## config.mk

```make
export PLATFORM = sky130hd
export DESIGN_NAME = fft_frame_sched
export DESIGN_NICKNAME = d
export VERILOG_FILES = /design/src/rtl/fft_sched_pkg.sv /design/src/rtl/fft_pingpong_ram.sv /design/src/rtl/fft_frame_sched.sv
export SDC_FILE = /design/constraint.sdc
export NUM_CORES = 1
export LEC_CHECK = 0
export ABC_AREA = 1
export BUFFER_PORTS_ARGS = -buffer_cell sky130_fd_sc_hd__buf_2
export CAP_MARGIN = 5
export CORE_UTILIZATION = 50
export CTS_CLUSTER_SIZE = 20
export DETAILED_ROUTE_END_ITERATION = 16
export GPL_TIMING_DRIVEN = 0
export PLACE_DENSITY_LB_ADDON = 0.15
export SKIP_LAST_GASP = 1
export SLEW_MARGIN = 10
export SYNTH_ARGS = -nofsm -noshare
export SYNTH_HDL_FRONTEND = slang
export SYNTH_SLANG_ARGS = --single-unit
export TNS_END_PERCENT = 50
```

## constraint.sdc

```tcl
create_clock -name clk -period 4.87 [get_ports clk]
set_input_delay 0.974 -clock clk [delete_from_list [all_inputs] [get_ports clk]]
set_output_delay 0.974 -clock clk [all_outputs]
set_load 0.01 [all_outputs]
```

## src/rtl/fft_sched_pkg.sv

```systemverilog
// Shared types and width helpers for the FFT frame scheduler.
package fft_sched_pkg;

  typedef enum logic [1:0] {
    ST_IDLE,
    ST_PREP,
    ST_BURST,
    ST_GAP
  } sched_state_t;

  function automatic int ptr_width(input int n);
    return (n > 1) ? $clog2(n) : 1;
  endfunction

  function automatic int sample_width(input int dw);
    return 2 * dw;
  endfunction

endpackage

```

## src/rtl/fft_pingpong_ram.sv

```systemverilog
// Two-bank sample buffer: one write port, one registered read port.
module fft_pingpong_ram #(
  parameter int AW = 4,
  parameter int SW = 16
) (
  input  logic          clk,
  input  logic          wr_en,
  input  logic [AW-1:0] wr_addr,
  input  logic [SW-1:0] wr_data,
  input  logic [AW-1:0] rd_addr,
  output logic [SW-1:0] rd_data
);

  logic [SW-1:0] mem [2**AW];

  // The array is deliberately not reset; full flags decide what is valid.
  always_ff @(posedge clk) begin
    if (wr_en) mem[wr_addr] <= wr_data;
    rd_data <= mem[rd_addr];
  end

endmodule

```

## src/rtl/fft_frame_sched.sv

```systemverilog
// Buffers N-sample I/Q frames in ping-pong banks and replays each one to the
// FFT core as a contiguous enable burst followed by a fixed idle gap.
module fft_frame_sched
  import fft_sched_pkg::*;
#(
  parameter int N          = 8,
  parameter int DATA_WIDTH = 8,
  parameter int GAP        = 2
) (
  input  logic                  clk,
  input  logic                  rst_n,
  input  logic                  run,
  input  logic                  s_valid,
  output logic                  s_ready,
  input  logic [DATA_WIDTH-1:0] s_i,
  input  logic [DATA_WIDTH-1:0] s_q,
  output logic                  fft_enable,
  output logic [DATA_WIDTH-1:0] fft_i_in,
  output logic [DATA_WIDTH-1:0] fft_q_in,
  output logic                  fft_sof,
  output logic [15:0]           frame_cnt,
  output logic                  busy
);

  localparam int PW = ptr_width(N);
  localparam int SW = sample_width(DATA_WIDTH);
  localparam int GW = (GAP > 1) ? $clog2(GAP) : 1;
  localparam logic [PW-1:0] LAST    = PW'(N - 1);
  localparam logic [GW-1:0] GAP_END = GW'(GAP - 1);

  sched_state_t  state, state_nx;
  logic [1:0]    full, full_set, full_clr;
  logic          wr_bank, rd_bank;
  logic [PW-1:0] wr_ptr, k_cnt, rd_ptr;
  logic [GW-1:0] gap_cnt;
  logic          wr_fire, wr_last, rd_done;
  logic [SW-1:0] rd_data;

  assign s_ready  = run & ~full[wr_bank];
  assign wr_fire  = s_valid & s_ready;
  assign wr_last  = wr_fire && (wr_ptr == LAST);
  assign rd_done  = (state == ST_BURST) && (k_cnt == LAST);
  assign full_set = wr_last ? (2'b01 << wr_bank) : 2'b00;
  assign full_clr = rd_done ? (2'b01 << rd_bank) : 2'b00;

  // Address runs one ahead of the presented sample to hide the read latency.
  assign rd_ptr = (state == ST_BURST) ? k_cnt + PW'(1) : '0;

  fft_pingpong_ram #(
    .AW(PW + 1),
    .SW(SW)
  ) u_ram (
    .clk    (clk),
    .wr_en  (wr_fire),
    .wr_addr({wr_bank, wr_ptr}),
    .wr_data({s_i, s_q}),
    .rd_addr({rd_bank, rd_ptr}),
    .rd_data(rd_data)
  );

  always_ff @(posedge clk) begin
    if (!rst_n) begin
      wr_ptr  <= '0;
      wr_bank <= 1'b0;
    end else if (!run) begin
      wr_ptr <= '0;
    end else if (wr_fire) begin
      if (wr_last) begin
        wr_ptr  <= '0;
        wr_bank <= ~wr_bank;
      end else begin
        wr_ptr <= wr_ptr + PW'(1);
      end
    end
  end

  // Set and clear always target different banks, so both apply together.
  always_ff @(posedge clk) begin
    if (!rst_n) full <= '0;
    else        full <= (full & ~full_clr) | full_set;
  end

  always_ff @(posedge clk) begin
    if (!rst_n) state <= ST_IDLE;
    else        state <= state_nx;
  end

  always_comb begin
    state_nx = state;
    case (state)
      ST_IDLE:  if (full[rd_bank]) state_nx = ST_PREP;
      ST_PREP:  state_nx = ST_BURST;
      ST_BURST: if (k_cnt == LAST) state_nx = ST_GAP;
      ST_GAP:   if (gap_cnt == GAP_END) state_nx = ST_IDLE;
      default:  state_nx = ST_IDLE;
    endcase
  end

  always_ff @(posedge clk) begin
    if (!rst_n) begin
      k_cnt      <= '0;
      gap_cnt    <= '0;
      rd_bank    <= 1'b0;
      frame_cnt  <= '0;
      fft_enable <= 1'b0;
      fft_sof    <= 1'b0;
    end else begin
      fft_enable <= (state_nx == ST_BURST);
      fft_sof    <= (state == ST_PREP);
      k_cnt      <= (state == ST_BURST) ? k_cnt + PW'(1) : '0;
      gap_cnt    <= (state == ST_GAP) ? gap_cnt + GW'(1) : '0;
      if (rd_done) begin
        rd_bank   <= ~rd_bank;
        frame_cnt <= frame_cnt + 16'd1;
      end
    end
  end

  assign fft_i_in = fft_enable ? rd_data[SW-1 -: DATA_WIDTH] : '0;
  assign fft_q_in = fft_enable ? rd_data[DATA_WIDTH-1:0] : '0;
  assign busy     = (|full) | fft_enable;

endmodule

```

==> results of run 1 <==
-- worst register-to-register path, delay by kind of cell, from the launching register on --
kind,cells,cell delay [ns]
and+or+nand+nor,3,1.19
DFF,1,0.43
buffers and inverters,2,0.32
AOI/OAI and AO/OA,1,0.18
-- per-layer routing --
layer | wire [um] | vias up
met5 | 0 | -
met4 | 1296 | 0
met3 | 2845 | 76
met2 | 14960 | 415
met1 | 13970 | 4179
li1 | - | 4384
-- cells in the mapped netlist, types with 7 or more instances --
library cell  instances
nand2_1             302
edfxtp_1            256
inv_1               218
nand3_1             174
nor2_1              169
dfxtp_1              47
buf_2                21
a21oi_1              17
o21ai_1              16
buf_1                13
buf_4                11
clkbuf_1             11
ha_1                  8
nor3_1                7
o21ai_0               7
-- worst paths after layout --
check,start,end,slack [ns],cells past startpoint
max,fft_enable,fft_q_in[0],2.20,5
min,frame_cnt[8],frame_cnt[8],0.48,2
max reg2reg,wr_bank,u_ram.mem[10][9],2.39,6
min reg2reg,frame_cnt[8],frame_cnt[8],0.48,2
-- report_power, final --
part / total (W) / internal, W / switching, W
clock network: 0.00239 / 0.00138 / 0.00101
registers: 0.00283 / 0.00282 / 0.00000526
logic: 0.0000968 / 0.0000186 / 0.0000782
total: 0.00532 / 0.00422 / 0.00110
-- cell type report --
class                      instances  area (um2)  share of cell area, %
buffer                            57       289.0                  1.947
clock buffer                      46       915.9                  6.170
clock inverter                    16       118.9                 0.8008
inverter                         222       833.3                  5.614
multi-input combinational        717        3141                  21.16
sequential                       303        8628                  58.13
tap                              330       412.9                  2.782
timing repair buffer              69       504.2                  3.397
-- per-stage QoR --
step | hold slack (ns) | setup slack [ns]
6_report | 0.4844 | 2.197
3_5_place_dp | 0.4704 | 1.870
3_3_place_gp | 0.4646 | 1.220
2_1_floorplan | 0.4667 | 2.064
5_1_grt | 0.5132 | 1.928
4_1_cts | 0.4834 | 2.184
-- sequential cells by signal, indices dropped and copies added (netlist names) --
name,cells
wr_bank,1
fft_sof,1
u_ram.mem,256
state,2
gap_cnt,1
u_ram.rd_data,16
k_cnt,3
full,2
wr_ptr,3
rd_bank,1
fft_enable,1
frame_cnt,16
-- logic make-up after synthesis --
logic type                 synth area share, %
AOI/OAI and AO/OA                        1.850
xor gates and xnor gates               0.06817
adders and majority gates               0.7789
buffers and inverters                    8.733
DFF                                      67.14
and+or+nand+nor                          21.43
==> results.md, run 1 <==
* Clk slew on worst S/H paths at 0.05 ns
* # IOs at 56
* Synth top area share at 59.82%
* Max VDD drop at 0.0002119 V
* Placer Congestion at between 0.9 and 1
* Bufs on Longest Clock Path at 3
* Global route overflow at 0
* Cell taking the most area after synthesis: edfxtp_1
* Die height at approximately 160 um
* Final Instance Count excl. Fillers at 1,760
* Crit start category: register
* Async S/R FF share, synth at 0%
* Pin count of the biggest net entering global routing at 17
* Met1 usage at 36.46%
* Fmax at 374.1 MHz
* Synthesized instance count at 1,299
* Full die area at 26,350 um2
* CTS H-tree depth at 2
* Drt wl/cell at 18.79 um
* Area after DPL at about 14,000 um2
* Final setup viols at 0
* Net count after synthesis at ~1,300
* Commonest cells after routing, fill and taps aside: nand2_1 (302), edfxtp_1 (256), inv_1 (218), nand3_1 (174), nor2_1 (153)
* Critical path cell sequence: clkbuf_1 > clkbuf_1 > nand2_1 > inv_1 > buf_2
* Met2 usage at 40.29%
* Synth Flop Type: edfxtp_1
* Post_cts resized at 0
* CTS tree: yes
* Share of cells above drive strength 1 at about an eighth
* Detail Route Antenna Nets at 0
* GRT Total Usage at between 20% and 30%
* Final Critical Period at roughly 2.7 ns
* Placed cell count at around 1,700
* Diode count at 0
* Vias in the first global route at 8,325
* CP bufs+invs at 4
* Num CTS Buffers at 34
* Starting density of the core at about half
* Remaining DRCs at 0
* Seq cells post-synth at roughly 300
* Filler instances at ~2,100
* Clk_skew at between 0.02 and 0.025 ns
* Delay-heaviest family, CP: buffers and inverters
* Fin. Hold Viols at 0
* Layout Utilization at 58.94%
* LEAKAGE at roughly 6.4 nW
* Min-Delay Path Class: register to register
* CTS root buffer: clkbuf_16
* Worst skew pair latency at 0.53 ns
* TritonCTS Sinks at 303
* # port buffers at 54
* Max Cap Violations at 0
* Synth area leaders: edfxtp_1 (60%), nand2_1 (8.8%), dfxtp_1 (7.3%), nand3_1 (6.8%), inv_1 (6.4%)
* Initial antenna violation count at 0
* CP max stage cell: dfxtp_1
* Core Area at 25,180 um2
* WS Path Type: register to output pin
* Critical Path AT at roughly 1.7 ns
* Worst-Margin Slew at 0.8973 ns
* Crit-path max FO at 10
* Area growth syn-to-layout at 15.50%
* Tcrit/Tclk final at a little over half
* Design Power at roughly 0.0053 W
* CP peak stage delay at 0.33 ns
* DRT Wirelength at about 33,000 um
* DR vias/cell at a little over 5
* Hpwl dp at approximately 22,000 um
* Ys Warns at 0
* Status: complete, no violations
* Hold Buf Count CTS at 0
* Row count at between 50 and 60
* Syn_area_per_cell at between 9 and 10 um2
* Final instance area at about 15,000 um2
* Pwr/cell area at 358.4 nW/um2
* Postcts setup bufs at 0
* First-pass detailed-route iteration total at 6
* CP Capture Type: output pin
* Most used cell, CP: clkbuf_1
* Post-synth EDFFs at ~260
* Post-synthesis sequential area ratio at around two thirds
* Cell variety after synth at 29
* Final setup TNS at 0 ns
* First-pass GRT wire length at ~50,000 um
* Req. time, crit path at ~3.9 ns
* RSZ-0062 raised after global routing: no
* DRT iter0 DRCs at 916
* Commonest non-fill, non-tap cell in the layout: nand2_1
* Grt peak-use layer: met2
* Grt met3 use at approximately 4.4%
* Fin nets at between 1,000 and 1,500
* Via count at ~9,000
* Rel. slew slack at 40.12%
* Max-slew violations at 0
* Syn Std Cell Area at 12,850 um2
* Die Wd at ~160 um
Note: power is estimated with default switching activity, not from simulation.
==> inputs of run 2 (changes only) <==
==> constraint.sdc (replaced) <==
create_clock -name clk -period 2.45 [get_ports clk]
set_input_delay 0.49 -clock clk [delete_from_list [all_inputs] [get_ports clk]]
set_output_delay 0.49 -clock clk [all_outputs]
set_load 0.01 [all_outputs]
==> results.md, run 2 (synthesized netlist as in run 1, its figures left out) <==
* Status: complete, no violations
* Max Cap Violations at 0 (unchanged)
* Fin nets at 1,432 (unchanged)
* Die Wd at 162.3 um (unchanged)
* Fmax at roughly 420 MHz
* Final instance area at 14,870 um2 (+0.18%)
* Area after DPL at 13,810 um2 (unchanged)
* R2R Path End: u_ram.mem[4][2]
* CP startpoint: wr_bank
* Rel. slew slack at 48.83% (+8.7 points)
* Commonest non-fill, non-tap cell in the layout: nand2_1
* Clk_skew at 0.02039 ns (-0.001905 ns)
* First-pass GRT wire length at 49,910 um (about the same)
* Reg2reg path depth at 7 (+1)
* CTS tree: yes
* Number of flip-flops under the largest register name at 256 (unchanged)
* Full die area at 26,350 um2 (unchanged)
* Final setup viols at 0 (unchanged)
* Global route overflow at 0 (unchanged)
* Req. time, crit path at 2.67 ns (-1.23 ns)
* Critical path cell sequence: inv_1 > a21oi_1 > nand2_1 > inv_1 > nand2_1 > nor2_2 > buf_8
* Area growth syn-to-layout at 15.70%
* Detail Route Antenna Nets at 0 (unchanged)
* Remaining DRCs at 0 (unchanged)
* Via count at 9,043 (-0.12%)
* Share of cells above drive strength 1 at 12.03% (+0.070 points)
* Hpwl dp at 21,820 um (unchanged)
* Hold Slack at 0.3100 ns (-0.1745 ns)
* Pin count of the biggest net entering global routing at 17 (unchanged)
* Critical Path AT at 2.58 ns (+0.88 ns)
* Clk slew on worst S/H paths at 0.06 ns (about the same)
* Crit-path max FO at 11 (+1)
* Die height at 162.3 um (unchanged)
* DRT iter0 DRCs at 887 (-3.2%)
* Pwr/cell area at 710.7 nW/um2 (+98%)
* First-pass detailed-route iteration total at 6 (unchanged)
* Reg-to-reg startpoint: wr_bank
* Max VDD drop at 0.0004207 V (+99%)
* Worst path depth at 7 (+2)
* CP peak stage delay at 0.47 ns (+0.14 ns)
* Row count at 58 (unchanged)
* DRT Wirelength at 33,230 um (+0.48%)
* WS Path Type: register to register
* Max-slew violations at 0 (unchanged)
* Top flop regs: u_ram.mem (256), frame_cnt (16), u_ram.rd_data (16)
* CP Capture Type: register
* Initial antenna violation count at 0 (unchanged)
* TritonCTS Sinks at 303 (unchanged)
* Postcts setup bufs at 0 (unchanged)
* Starting density of the core at 51.03% (unchanged)
* Num CTS Buffers at 34 (unchanged)
* RSZ-0062 raised after global routing: yes
* CP bufs+invs at 3 (-1)
* CTS root buffer: clkbuf_16
* Fin. Hold Viols at 0 (unchanged)
* Hold Startpoint: run
* DR vias/cell at 5.138 (-0.12%)
* Crit path to: u_ram.mem[4][2]
* # IOs at 56 (unchanged)
* Min-Delay Path Class: primary input to register
* # port buffers at 54 (unchanged)
* GRT Total Usage at 26.08% (about the same)
* Placed cell count at 1,698 (unchanged)
* R2R setup slack at 0.1 ns (-2.29 ns)
* Final Critical Period at 2.355 ns
* Worst-Margin Slew at 0.7676 ns (-0.1296 ns)
* Core Area at 25,180 um2 (unchanged)
* CP max stage cell: nor2_2
* Crit start category: register
* Commonest cells after routing, fill and taps aside: nand2_1 (302), edfxtp_1 (256), inv_1 (218), nand3_1 (174), nor2_1 (153)
* Worst skew pair latency at 0.53 ns (about the same)
* Placer Congestion at 0.9429 (unchanged)
* Delay-heaviest family, CP: simple AND/OR/NAND/NOR gates
* Bufs on Longest Clock Path at 3 (unchanged)
* Diode count at 0 (unchanged)
* Vias in the first global route at 8,324 (-0.012%)
* LEAKAGE at 6.404 nW (about the same)
* Biggest register: u_ram.mem
* CTS H-tree depth at 2 (unchanged)
* Tcrit/Tclk final at 96.11%
* Drt wl/cell at 18.88 um (+0.48%)
* Final Instance Count excl. Fillers at 1,760 (unchanged)
-- run 2: cell counts in the layout (fill, tap and decap cells not counted) --
Identical to the previous run, type by type.
-- run 2: layer usage --
metal,global-route usage [%],up-vias,routed length [um]
met4,11.06,0,1425
met3,4.162,93,2601
met2,40.25,387,14880
li1,-,4383,-
met1,36.70,4180,14330
met5,0,-,0
-- run 2: through the flow --
step | setup slack, ns | total power (W) | utilization, % | setup TNS [ns]
finish | 0.09532 | 0.01057 | 59.05 | 0
global route | -0.03838 | 0.01083 | 59.05 | -0.5358
CTS | 0.08112 | 0.01061 | 58.96 | 0
detailed placement | -0.06625 | 0.005925 | 54.83 | -1.048
global placement | -0.7163 | 0.005916 | 53.75 | -145.37
floorplan | 0.1285 | 0.005785 | - | 0
-- run 2: repair_timing --
item                       in CTS  in global routing
setup endpoints to repair       1                 53
resized for setup               1                  6
hold buffers                    0                  0
-- run 2: final cells by class --
type	count	area, um2
plain buffers	57	290.3
clock buffers	46	915.9
clock inverters	16	118.9
fillers	2089	10310
inverters	222	833.3
multi-input cells	717	3166
flip-flops and latches	303	8628
well taps	330	412.9
repair buffers	69	504.2
-- run 2: worst min-delay path: cells and delay by family --
kind	cells	cell delay [ns]
and+or+nand+nor	1	0.12
buffers and inverters	1	0.11
AOI/OAI and AO/OA	1	0.05
-- run 2: worst min path at each step --
stage / end / slack [ns] / cells past startpoint
after floorplan: full[1] / 0.47 / 2
after global placement: frame_cnt[8] / 0.46 / 2
after detailed placement: frame_cnt[8] / 0.47 / 2
after CTS: wr_ptr[0] / 0.30 / 3
after global routing: wr_ptr[2] / 0.32 / 3
final: wr_ptr[0] / 0.31 / 3
-- run 2: power by group --
part | internal [W] | leakage (nW) | switching, W
Clock | 0.00274 | 0.496 | 0.00200
Combinational | 0.0000370 | 3.22 | 0.000156
Sequential | 0.00562 | 2.69 | 0.0000106
Total | 0.00840 | 6.40 | 0.00217
